$ cat src/rtl/chunk_serial_adder_pkg.sv
// chunk_serial_adder_pkg
// Shared definitions for the chunk-serial adder:
//   state_e     - controller states (IDLE, RUN, DONE)
//   num_chunks  - number of chunk cycles per operation (WIDTH / CHUNK)
//   idx_width   - width of the chunk index register, clog2(N) but at least 1
package chunk_serial_adder_pkg;

  typedef enum logic [1:0] {
    IDLE = 2'd0,
    RUN  = 2'd1,
    DONE = 2'd2
  } state_e;

  function automatic int num_chunks(input int width, input int chunk);
    return width / chunk;
  endfunction

  // A single-chunk configuration still needs a 1-bit index register.
  function automatic int idx_width(input int width, input int chunk);
    int n;
    n = width / chunk;
    return (n <= 1) ? 1 : $clog2(n);
  endfunction

endpackage

$ cat src/rtl/chunk_adder.sv
// chunk_adder
// Combinational ripple adder for one CHUNK-bit slice.
// Ports:
//   a, b   - CHUNK-bit addends
//   cin    - carry into bit 0
//   s      - CHUNK-bit sum
//   cout   - carry out of bit CHUNK-1
//   c_msb  - carry into bit CHUNK-1 (used for signed overflow)
module chunk_adder #(
  parameter int CHUNK = 4
) (
  input  logic [CHUNK-1:0] a,
  input  logic [CHUNK-1:0] b,
  input  logic             cin,
  output logic [CHUNK-1:0] s,
  output logic             cout,
  output logic             c_msb
);

  logic [CHUNK:0] c;

  always_comb begin
    c    = '0;
    s    = '0;
    c[0] = cin;
    for (int i = 0; i < CHUNK; i++) begin
      s[i]   = a[i] ^ b[i] ^ c[i];
      c[i+1] = (a[i] & b[i]) | (c[i] & (a[i] ^ b[i]));
    end
  end

  assign cout  = c[CHUNK];
  assign c_msb = c[CHUNK-1];

endmodule

$ cat src/rtl/chunk_serial_adder.sv
// chunk_serial_adder
// Multi-cycle adder/subtractor that processes CHUNK bits per clock, taking
// N = WIDTH/CHUNK cycles per operation.
// Ports:
//   clk, rst_n          - clock, asynchronous active-low reset
//   in_valid, in_ready  - request handshake (in_ready high only when idle)
//   a, b, cin, sub      - operands; sub=1 computes a - b and ignores cin
//   out_valid, out_ready- result handshake (out_valid high only when done)
//   sum, cout, ovf      - result, carry out of MSB, signed overflow
// Handshake: a transfer happens on a rising edge where valid & ready are both
// high; the producer holds its data stable while valid is high and not yet
// accepted. sum/cout/ovf hold while out_valid is high.
module chunk_serial_adder
  import chunk_serial_adder_pkg::*;
#(
  parameter int WIDTH = 16,
  parameter int CHUNK = 4
) (
  input  logic             clk,
  input  logic             rst_n,
  input  logic             in_valid,
  output logic             in_ready,
  input  logic [WIDTH-1:0] a,
  input  logic [WIDTH-1:0] b,
  input  logic             cin,
  input  logic             sub,
  output logic             out_valid,
  input  logic             out_ready,
  output logic [WIDTH-1:0] sum,
  output logic             cout,
  output logic             ovf
);

  localparam int N    = num_chunks(WIDTH, CHUNK);
  localparam int IDXW = idx_width(WIDTH, CHUNK);
  localparam logic [IDXW-1:0] LAST_IDX = IDXW'(N - 1);

  if ((CHUNK < 1) || (WIDTH < CHUNK) || ((WIDTH % CHUNK) != 0)) begin : g_param_check
    $error("chunk_serial_adder: WIDTH must be a non-zero multiple of CHUNK");
  end

  state_e            state_q, state_d;
  logic [IDXW-1:0]   idx_q, idx_d;
  logic              carry_q, carry_d;
  logic [WIDTH-1:0]  a_q, a_d;
  logic [WIDTH-1:0]  b_q, b_d;
  logic [WIDTH-1:0]  sum_q, sum_d;
  logic              cout_q, cout_d;
  logic              ovf_q, ovf_d;

  logic [CHUNK-1:0]  a_chunk, b_chunk, s_chunk;
  logic              chunk_cout, chunk_cmsb;

  // Chunk select as a constant-indexed mux so every slice bound is static.
  always_comb begin
    a_chunk = '0;
    b_chunk = '0;
    for (int k = 0; k < N; k++) begin
      if (idx_q == IDXW'(k)) begin
        a_chunk = a_q[k*CHUNK +: CHUNK];
        b_chunk = b_q[k*CHUNK +: CHUNK];
      end
    end
  end

  chunk_adder #(.CHUNK(CHUNK)) u_chunk_adder (
    .a     (a_chunk),
    .b     (b_chunk),
    .cin   (carry_q),
    .s     (s_chunk),
    .cout  (chunk_cout),
    .c_msb (chunk_cmsb)
  );

  always_comb begin
    state_d = state_q;
    idx_d   = idx_q;
    carry_d = carry_q;
    a_d     = a_q;
    b_d     = b_q;
    sum_d   = sum_q;
    cout_d  = cout_q;
    ovf_d   = ovf_q;
    unique case (state_q)
      IDLE: begin
        if (in_valid) begin
          // Subtraction is A + ~B + 1: invert B here and seed carry with 1.
          a_d     = a;
          b_d     = sub ? ~b : b;
          carry_d = sub ? 1'b1 : cin;
          idx_d   = '0;
          state_d = RUN;
        end
      end
      RUN: begin
        for (int k = 0; k < N; k++) begin
          if (idx_q == IDXW'(k)) begin
            sum_d[k*CHUNK +: CHUNK] = s_chunk;
          end
        end
        carry_d = chunk_cout;
        if (idx_q == LAST_IDX) begin
          cout_d  = chunk_cout;
          ovf_d   = chunk_cmsb ^ chunk_cout;
          state_d = DONE;
        end else begin
          idx_d = idx_q + IDXW'(1);
        end
      end
      DONE: begin
        if (out_ready) begin
          state_d = IDLE;
        end
      end
      default: state_d = IDLE;
    endcase
  end

  always_ff @(posedge clk or negedge rst_n) begin
    if (!rst_n) begin
      state_q <= IDLE;
      idx_q   <= '0;
      carry_q <= 1'b0;
      sum_q   <= '0;
      cout_q  <= 1'b0;
      ovf_q   <= 1'b0;
    end else begin
      state_q <= state_d;
      idx_q   <= idx_d;
      carry_q <= carry_d;
      sum_q   <= sum_d;
      cout_q  <= cout_d;
      ovf_q   <= ovf_d;
    end
  end

  // Operands are only read in RUN, which is always entered via a load.
  always_ff @(posedge clk) begin
    a_q <= a_d;
    b_q <= b_d;
  end

  assign in_ready  = (state_q == IDLE);
  assign out_valid = (state_q == DONE);
  assign sum       = sum_q;
  assign cout      = cout_q;
  assign ovf       = ovf_q;

endmodule

$ cat config.mk
export PLATFORM = sky130hd
export DESIGN_NAME = chunk_serial_adder
export DESIGN_NICKNAME = d
export VERILOG_FILES = /design/src/rtl/chunk_serial_adder_pkg.sv /design/src/rtl/chunk_adder.sv /design/src/rtl/chunk_serial_adder.sv
export SDC_FILE = /design/constraint.sdc
export NUM_CORES = 1
export LEC_CHECK = 0
export ABC_CLOCK_PERIOD_IN_PS = 5700
export BUFFER_PORTS_ARGS = -buffer_cell sky130_fd_sc_hd__buf_2
export CAP_MARGIN = 20
export CORE_MARGIN = 1
export CORE_UTILIZATION = 35
export DETAILED_ROUTE_END_ITERATION = 10
export MAX_ROUTING_LAYER = met4
export PLACE_DENSITY = 0.55
export RECOVER_POWER = 25
export SYNTH_ARGS = -nofsm -noshare
export SYNTH_HDL_FRONTEND = slang
export SYNTH_SLANG_ARGS = --single-unit
export TNS_END_PERCENT = 10
$ cat constraint.sdc
create_clock -name clk -period 5.7 [get_ports clk]
set_input_delay 0.57 -clock clk [delete_from_list [all_inputs] [get_ports clk]]
set_output_delay 0.57 -clock clk [all_outputs]
set_load 0.01 [all_outputs]
# Yosys cells after proc, flatten, opt, wreduce, memory -nomap -nowiden
# Index checks and enable logic that the tools add are counted.
# word_totals
n_memories,0
ram_bits,0
output_inout_bits,20
romBits,0
latchBits,0
wordCells,73
regBits,55
# op_classes
reduce_logical,11
magnitude_cmp,0
n_mul,0
bitwise,22
add_sub_neg,1
eq_ne,9
shifts,0
div_mod_pow,0
muxes,19
# ops
cell,count
$mux W4,8
$mux W16,1
$not A16 Y16,1
$reduce_and A2 Y1,6
$mux W2,5
$xor A1 B1 Y1,9
$and A1 B1 Y1,8
$eq A2 B2 Y1 const B,3
$ne A2 B2 Y1 const B,3
$pmux W2 S3,1
$reduce_and A3 Y1,2
$eq A2 B1 Y1 const B,2
$logic_not A2 Y1,2
$or A1 B1 Y1,4
$pmux W2 S2,1
$add A2 B1 Y2 const B,1
$mux W1,2
$ne A2 B1 Y1 const B,1
$pmux W1 S2,1
$reduce_bool A2 Y1,1

# Depth between registers and ports, before layout
# Gate-level depths: netlist (run 1).
# depth
ltp_word,15
depth_mapped,15
mapped_depth_nobuf,14

# Cells and area by module
# Synthesis (run 1) repeated with hierarchy kept, for this count alone.
# hier_totals
hier_cells,171
area_unflattened_um2,2507.4
# by_module_without_submodules
mod,n_inst,cells_each,seq_area_each_um2,area_each_um2
chunk_serial_adder,1,159,1536.5,2397.3
chunk_adder,1,12,0.0,110.1

# Least setup slack after synthesis (run 1)
# No wires, ideal clock.
# synth_timing
kind,flip-flop to flip-flop
start,register idx_q[0]
end,"register sum_q[15], in the netlist sum[15]"
arrival_ns,2.981
required_ns,5.575
path_stages_with_launch,15
synth_period_minus_slack_ns,3.105
setup_slack_ns,2.595
cell_sequence,dfrtp_1 inv_1 ha_1 nor2b_1 buf_2 a221o_1 a22oi_1 fa_1 inv_1 fa_1 inv_1 fa_1 inv_1 fa_1 mux2_2
# synth_between
elab_chain_cells,13
elab_cells_between_ends,27
cone_classes,eq/ne (3); mux (8); bitwise (14); reduce/logical (2)
# synth_lines
element,line,rtl
from (decl),chunk_serial_adder.sv:43,"logic [IDXW-1:0] idx_q, idx_d;"
from (signal assigned),chunk_serial_adder.sv:129,idx_q <= idx_d;
$logic_not A2 Y1,chunk_serial_adder.sv:59,if (idx_q == IDXW'(k)) begin
$mux W4 (4 in a row),chunk_serial_adder.sv:59,
$xor A1 B1 Y1,chunk_adder.sv:28,c[i+1] = (a[i] & b[i]) | (c[i] & (a[i] ^ b[i]));
$and A1 B1 Y1,chunk_adder.sv:28,
$or A1 B1 Y1,chunk_adder.sv:28,
$and A1 B1 Y1,chunk_adder.sv:28,
$or A1 B1 Y1,chunk_adder.sv:28,
$and A1 B1 Y1,chunk_adder.sv:28,
$or A1 B1 Y1,chunk_adder.sv:28,
$xor A1 B1 Y1 (*),chunk_adder.sv:27,s[i] = a[i] ^ b[i] ^ c[i];
via s_chunk[3],chunk_serial_adder.sv:51,"logic [CHUNK-1:0] a_chunk, b_chunk, s_chunk;"
to (signal assigned),chunk_serial_adder.sv:131,sum_q <= sum_d;
to (decl),chunk_serial_adder.sv:47,"logic [WIDTH-1:0] sum_q, sum_d;"
# The timed path passes the listed nets; every way through them passes the cells marked *.
# A chain may end at the register's enable or synchronous reset.

# Final worst setup path (run 1)
# layout_timing
start,register idx_q[1]
end,"register sum_q[3], in the netlist sum[3]"
# Same word-level chain as after synthesis.

==> results.md, run 1 <==
* number of setup buffers added after CTS: 0
* Worst Setup Path Type: flop to flop
* Power, Total: 1.634 mW
* Unique masters post-synth: 30
* power density over cell area: 568.2 nW/um^2
* fraction of the cycle the final worst path needs: 0.6332
* highest fanout seen on the critical path: 11
* number of top-level pins: 58
* Detailed Route WL: 4197 microns
* critical path required time: 5.89 ns
* endpoint of the most critical register-to-register path: sum[3]
* endpoint kind of the worst setup timing path: flop
* Core Region: 6495 sq um
* reg-to-reg slack, setup: 2.09 ns
* TritonCTS clock tree: yes
* outcome: completed
* number of register bits inferred by synthesis: 55
* initial cell density of the core: 0.3728
* most used cells in the layout excluding fill and tap cells: 56 x sky130_fd_sc_hd__buf_2, 32 x sky130_fd_sc_hd__edfxtp_1, 23 x sky130_fd_sc_hd__dfrtp_1
* nature of the critical path startpoint: flop
* post-synth design cell area: 2421 sq um
* cell row count: 29
* total grt overflow: 0
* unrepaired setup endpoints after global routing: false
* Avg WL per Cell: 13.54 microns
* number of levels in the clock H-tree: 2
* Die Footprint: 7254 sq um
* clock transition at the register clock pins on the worst setup and hold paths after CTS: 0.10 ns
* cell area reported after detailed placement: 2760 sq um
* setup TNS: 0 ns
* worst rel slew slack: 0.1750
* number of port buffers: 57
* proportion of layout cells with a drive suffix above 1: 0.3348
* nets in the synthesized netlist: 222
* Initial DRT Pass Iterations: 4
* Worst Hold Path EP: a_q[6]
* clock tree root buffer cell: sky130_fd_sc_hd__clkbuf_8
* post-CTS sizing: 0
* via count of the first global-routing pass: 1,457
* worst clock skew on the final layout: 0.006492 ns
* count of vias placed by the detailed router: 1,425
* number of enable-type register cells in the synthesized netlist: 32
* worst-margin pin slew: 1.238 ns
* residual antenna-violating net count after detailed routing: 0
* Die Wd: 85.17 microns
* gate count after technology mapping: 176
* leading cell type in the layout, fill and taps excluded: sky130_fd_sc_hd__buf_2
* worst flop-to-flop path startpoint: idx_q[1]
* GP Congestion: 0.7517
* number of inserted filler cells in the final layout: 606
* buffer levels on the longest clock path: 2
* WHS Path Cells: 1
* Primary FF master, synth: sky130_fd_sc_hd__edfxtp_1
* area share of the largest cell type after synthesis: 0.3969
* synthesis-to-layout area growth: 18.76%
* GRT Overall Usage: 0.1299
* number of buffers created by CTS: 5
* fraction of registers with async set or reset after synthesis: 0.4182
* mean number of vias per cell: 4.597
* portion of the post-synthesis area used by sequential elements: 0.6346
* leading area contributor after synthesis: sky130_fd_sc_hd__edfxtp_1
* data arrival time at the worst-slack endpoint: 3.80 ns
* Yosys warnings: 0
* max-slew violation count: 0
* total of endpoints with negative setup slack in the final report: 0
* worst hold path type: input port to flop
* hold_sp: a[6]
* HPWL Detailed: 3242 microns
* DRC marker count from the first detailed-route iteration: 33
* antenna violations before repair: 0
* average size of a mapped cell: 13.76 sq um
* cell types occupying the most area after synthesis: sky130_fd_sc_hd__edfxtp_1 40%, sky130_fd_sc_hd__dfrtp_1 24%, sky130_fd_sc_hd__xor2_1 6.1%, sky130_fd_sc_hd__mux2_2 4.2%, sky130_fd_sc_hd__fa_1 3.3%
* worst supply voltage drop on vdd: 0.1911 mV
* max-cap violation count: 0
* # hold bufs at CTS: 0
* clock sinks: 55
* clock insertion delay at the later pin of the skew report: 0.30 ns
* Final Hold Violating Endpoints: 0
* cell depth of the worst flop-to-flop path: 13
* final non-filler cell area: 2875 sq um
* Post-route DRC: 0
* Max Freq: 0.2771 GHz
* minimum period implied by the final worst setup slack: 3.609 ns
* leak pwr: 1.254 nW
* die outline height: 85.17 microns
* first-pass GRT wire length: 7024 microns
* net total in the final layout: 278
* pin count of the biggest net entering global routing: 31
* total inserted antenna cells: 0
layer usage:
layer / vias up / share of wire / GRT usage
met4: 0 / 0.010 / 0.04160
met1: 640 / 0.49 / 0.1719
met3: 4 / 0.065 / 0.03405
met5: - / 0 / -
li1: 732 / - / -
met2: 49 / 0.44 / 0.1957
cells in the mapped netlist, types with 2 or more instances:
master and n:
sky130_fd_sc_hd__nand2b_1 2, sky130_fd_sc_hd__mux2_2 9, sky130_fd_sc_hd__xor2_1 17, sky130_fd_sc_hd__nand3b_1 4
sky130_fd_sc_hd__a221oi_1 3, sky130_fd_sc_hd__ha_1 4, sky130_fd_sc_hd__nor2b_1 4, sky130_fd_sc_hd__fa_1 4
sky130_fd_sc_hd__a221o_1 4, sky130_fd_sc_hd__edfxtp_1 32, sky130_fd_sc_hd__nor2_1 3, sky130_fd_sc_hd__inv_1 13
sky130_fd_sc_hd__a22oi_1 4, sky130_fd_sc_hd__dfrtp_1 23, sky130_fd_sc_hd__nand2_1 13, sky130_fd_sc_hd__o31ai_1 3
sky130_fd_sc_hd__buf_2 6, sky130_fd_sc_hd__a21oi_1 6, sky130_fd_sc_hd__o21ai_0 11
through the flow:
step | setup slack (ns) | std cells | util | hold WS, ns
5_1_grt | 1.870 | 310 | 0.4427 | 0.4174
3_5_place_dp | 2.092 | 302 | 0.4250 | 0.4662
6_report | 2.091 | 310 | 0.4427 | 0.4313
2_1_floorplan | 2.595 | 176 | - | 0.2744
4_1_cts | 2.077 | 310 | 0.4429 | 0.2355
3_3_place_gp | 2.234 | 302 | 0.4250 | 0.4586
flip-flops by register name (all words and copies together), names as in the netlist:
name	count
a_q	16
ovf	1
idx_q	2
cout	1
sum	16
b_q	16
state_q	2
carry_q	1
area by class of cell:
cell class / instances / area (sq um) / area share
multi-input cells: 99 / 785.8 / 0.2733
repair buffers: 58 / 291.5 / 0.1014
flip-flops and latches: 55 / 1536 / 0.5344
inverters: 13 / 48.80 / 0.01697
clock inverters: 3 / 47.55 / 0.01654
well taps: 77 / 96.34 / 0.03351
clock buffers: 5 / 68.82 / 0.02393
where the power goes:
group          switching (mW)  total, mW  internal [mW]
combinational           0.421      0.747          0.326
clock                   0.125      0.258          0.133
sequential             0.0612      0.629          0.568
total                   0.607       1.63           1.03
cells by family (layout without fill, tap and decap cells):
logic type | after synthesis | in the layout | share of synthesized area
fa+ha+maj | 8 | 8 | 0.05375
xor+xnor | 17 | 17 | 0.06150
simple gates | 29 | 29 | 0.06408
flops | 55 | 55 | 0.6346
mux | 9 | 9 | 0.04186
buf+inv | 22 | 79 | 0.04082
compound gates | 36 | 36 | 0.1034
how the worst max path moves through the flow:
stage / start / to / slack [ns]
final: idx_q[1] / sum[3] / 2.09
after global placement: idx_q[1] / sum[3] / 2.23
after floorplan: idx_q[0] / sum[15] / 2.59
after global routing: idx_q[1] / sum[15] / 1.87
after detailed placement: idx_q[1] / sum[3] / 2.09
after CTS: idx_q[1] / sum[3] / 2.08
worst max-delay path, cell delays in order, from the launching register on:
cell and delay [ns]:
sky130_fd_sc_hd__dfrtp_1 0.39, sky130_fd_sc_hd__inv_1 0.08, sky130_fd_sc_hd__ha_1 0.32, sky130_fd_sc_hd__nor2b_1 0.45, sky130_fd_sc_hd__a221o_1 0.23, sky130_fd_sc_hd__a22oi_1 0.08
sky130_fd_sc_hd__fa_1 0.43, sky130_fd_sc_hd__inv_1 0.08, sky130_fd_sc_hd__fa_1 0.15, sky130_fd_sc_hd__inv_1 0.05, sky130_fd_sc_hd__fa_1 0.40, sky130_fd_sc_hd__inv_1 0.09
sky130_fd_sc_hd__fa_1 0.46, sky130_fd_sc_hd__mux2_2 0.29
Power figures use the tool's default switching activity.
==> run 2: changes to the inputs <==
ABC_CLOCK_PERIOD_IN_PS = 3650   (was 5700)
clock period = 3.65 ns   (was 5.7 ns; I/O delays follow)
==> run 2 against run 1 <==
Worst setup slack lost 1.8 ns. Largest cell class unchanged. Die area is the same. Worst hold slack lost 0.21 ns. Clock-buffer cell count grew 1. First-iteration DRC count grew 3.0%. Fmax grew 6.4%. Critical path depth is the same. Clock power grew 27%. Via count grew 2.5%. Wire length grew 3.1%.
==> results.md, run 2 (synthesized netlist as in run 1, its figures left out) <==
* clock tree root buffer cell: sky130_fd_sc_hd__clkbuf_8
* unrepaired setup endpoints after global routing: false
* number of setup buffers added after CTS: 0, unchanged
* Final Hold Violating Endpoints: 0, unchanged
* number of top-level pins: 58, unchanged
* reg-to-reg slack, setup: 0.26 ns, -1.83 ns
* via count of the first global-routing pass: 1,465, +0.55%
* antenna violations before repair: 0, unchanged
* max-slew violation count: 0, unchanged
* number of inserted filler cells in the final layout: 635, +4.8%
* most used cells in the layout excluding fill and tap cells: 56 x sky130_fd_sc_hd__buf_2, 32 x sky130_fd_sc_hd__edfxtp_1, 23 x sky130_fd_sc_hd__dfrtp_1
* proportion of layout cells with a drive suffix above 1: 0.3347, about the same
* Die Footprint: 7254 sq um, unchanged
* Core Region: 6495 sq um, unchanged
* outcome: completed
* synthesis-to-layout area growth: 18.40%
* total grt overflow: 0, unchanged
* max-cap violation count: 0, unchanged
* count of vias placed by the detailed router: 1,461, +2.5%
* worst-margin pin slew: 1.228 ns, -0.009722 ns
* DRC marker count from the first detailed-route iteration: 34, +3.0%
* clock insertion delay at the later pin of the skew report: 0.31 ns, about the same
* post-CTS sizing: 0, unchanged
* total inserted antenna cells: 0, unchanged
* die outline height: 85.17 microns, unchanged
* worst rel slew slack: 0.1814, +0.006481
* TritonCTS clock tree: yes
* Post-route DRC: 0, unchanged
* worst clock skew on the final layout: 0.009359 ns, +0.002866 ns
* Initial DRT Pass Iterations: 4, unchanged
* minimum period implied by the final worst setup slack: 3.393 ns, -0.2167 ns
* Max Freq: 0.2948 GHz, +6.4%
* endpoint kind of the worst setup timing path: flop
* Worst Setup Path Type: flop to flop
* mean number of vias per cell: 4.668, +1.5%
* number of buffers created by CTS: 5, unchanged
* total of endpoints with negative setup slack in the final report: 0, unchanged
* data arrival time at the worst-slack endpoint: 3.59 ns, -0.21 ns
* number of port buffers: 57, unchanged
* Power, Total: 2.515 mW, +54%
* Die Wd: 85.17 microns, unchanged
* # hold bufs at CTS: 0, unchanged
* GP Congestion: 0.7737, +2.9%
* HPWL Detailed: 3270 microns, +0.89%
* fraction of the cycle the final worst path needs: 0.9295, +0.2963
* worst hold path type: input port to flop
* GRT Overall Usage: 0.1364, +0.006534
* critical path required time: 3.84 ns, -2.05 ns
* number of levels in the clock H-tree: 2, unchanged
* nature of the critical path startpoint: flop
* buffer levels on the longest clock path: 2, unchanged
* net total in the final layout: 281, +1.1%
* leak pwr: 1.254 nW, about the same
* first-pass GRT wire length: 7251 microns, +3.2%
* pin count of the biggest net entering global routing: 33, +6.5%
* clock transition at the register clock pins on the worst setup and hold paths after CTS: 0.10 ns, about the same
* clock sinks: 55, unchanged
* Avg WL per Cell: 13.82 microns, +2.1%
* leading cell type in the layout, fill and taps excluded: sky130_fd_sc_hd__buf_2
* initial cell density of the core: 0.3728, unchanged
* cell row count: 29, unchanged
* worst supply voltage drop on vdd: 0.2647 mV, +39%
* highest fanout seen on the critical path: 4, -7
* setup TNS: 0 ns, unchanged
* Detailed Route WL: 4326 microns, +3.1%
* residual antenna-violating net count after detailed routing: 0, unchanged
* power density over cell area: 877.3 nW/um^2, +54%
==> run 2: metal layers <==
layer | GRT usage | part of all wire | up-vias
met4 | 0.04160 | 0.015 | 0
met3 | 0.03891 | 0.060 | 8
met1 | 0.1879 | 0.49 | 661
met2 | 0.1957 | 0.44 | 56
li1 | - | - | 736
met5 | - | 0 | -
==> run 2: where the power goes <==
group | leakage, nW | switching (mW) | internal, mW | total, mW
clock | 0.0432 | 0.191 | 0.136 | 0.327
sequential | 0.581 | 0.0960 | 0.887 | 0.983
combinational | 0.630 | 0.674 | 0.531 | 1.20
total | 1.25 | 0.961 | 1.55 | 2.51
==> run 2: path summary, 6_finish.rpt <==
path,from,to,cells after the start
max,idx_q[0],sum[15],13
min,a[5],a_q[5],1
min in group asynchronous,rst_n,carry_q,1
min reg2reg,sum[12],sum[12],2
max in group asynchronous,rst_n,idx_q[0],1
max reg2reg,idx_q[0],sum[15],13
==> run 2: per-stage QoR <==
stage | cells | util | hold WS (ns) | setup WS, ns | area, sq um
final | 313 | 0.4413 | 0.2225 | 0.2573 | 2867
after global routing | 313 | 0.4413 | 0.1983 | 0.02153 | 2867
after CTS | 313 | 0.4415 | 0.02431 | 0.2581 | 2868
after detailed placement | 305 | 0.4284 | 0.3675 | 0.2777 | 2783
after global placement | 305 | 0.4284 | 0.3736 | 0.3678 | 2783
after floorplan | 176 | - | 0.06941 | 0.5447 | 2421
==> run 2: critical path, cell delays in order (launching register included) <==
cell and delay (ns):
sky130_fd_sc_hd__dfrtp_1 0.41, sky130_fd_sc_hd__inv_1 0.11, sky130_fd_sc_hd__ha_1 0.22, sky130_fd_sc_hd__nor2b_1 0.31, sky130_fd_sc_hd__a221o_1 0.21, sky130_fd_sc_hd__a22oi_1 0.08, sky130_fd_sc_hd__fa_1 0.42, sky130_fd_sc_hd__inv_1 0.08
sky130_fd_sc_hd__fa_1 0.16, sky130_fd_sc_hd__inv_1 0.05, sky130_fd_sc_hd__fa_1 0.41, sky130_fd_sc_hd__inv_1 0.09, sky130_fd_sc_hd__fa_1 0.46, sky130_fd_sc_hd__mux2_2 0.28
==> run 2: final cells by class <==
cell class              count  area [sq um]  share of cell area
flip-flops and latches     55          1536              0.5360
multi-input cells          99         785.8              0.2741
repair buffers             61         314.1              0.1096
well taps                  77         96.34             0.03361
clock buffers               6         72.57             0.02532
inverters                  13         48.80             0.01702
clock inverters             2         12.51            0.004365
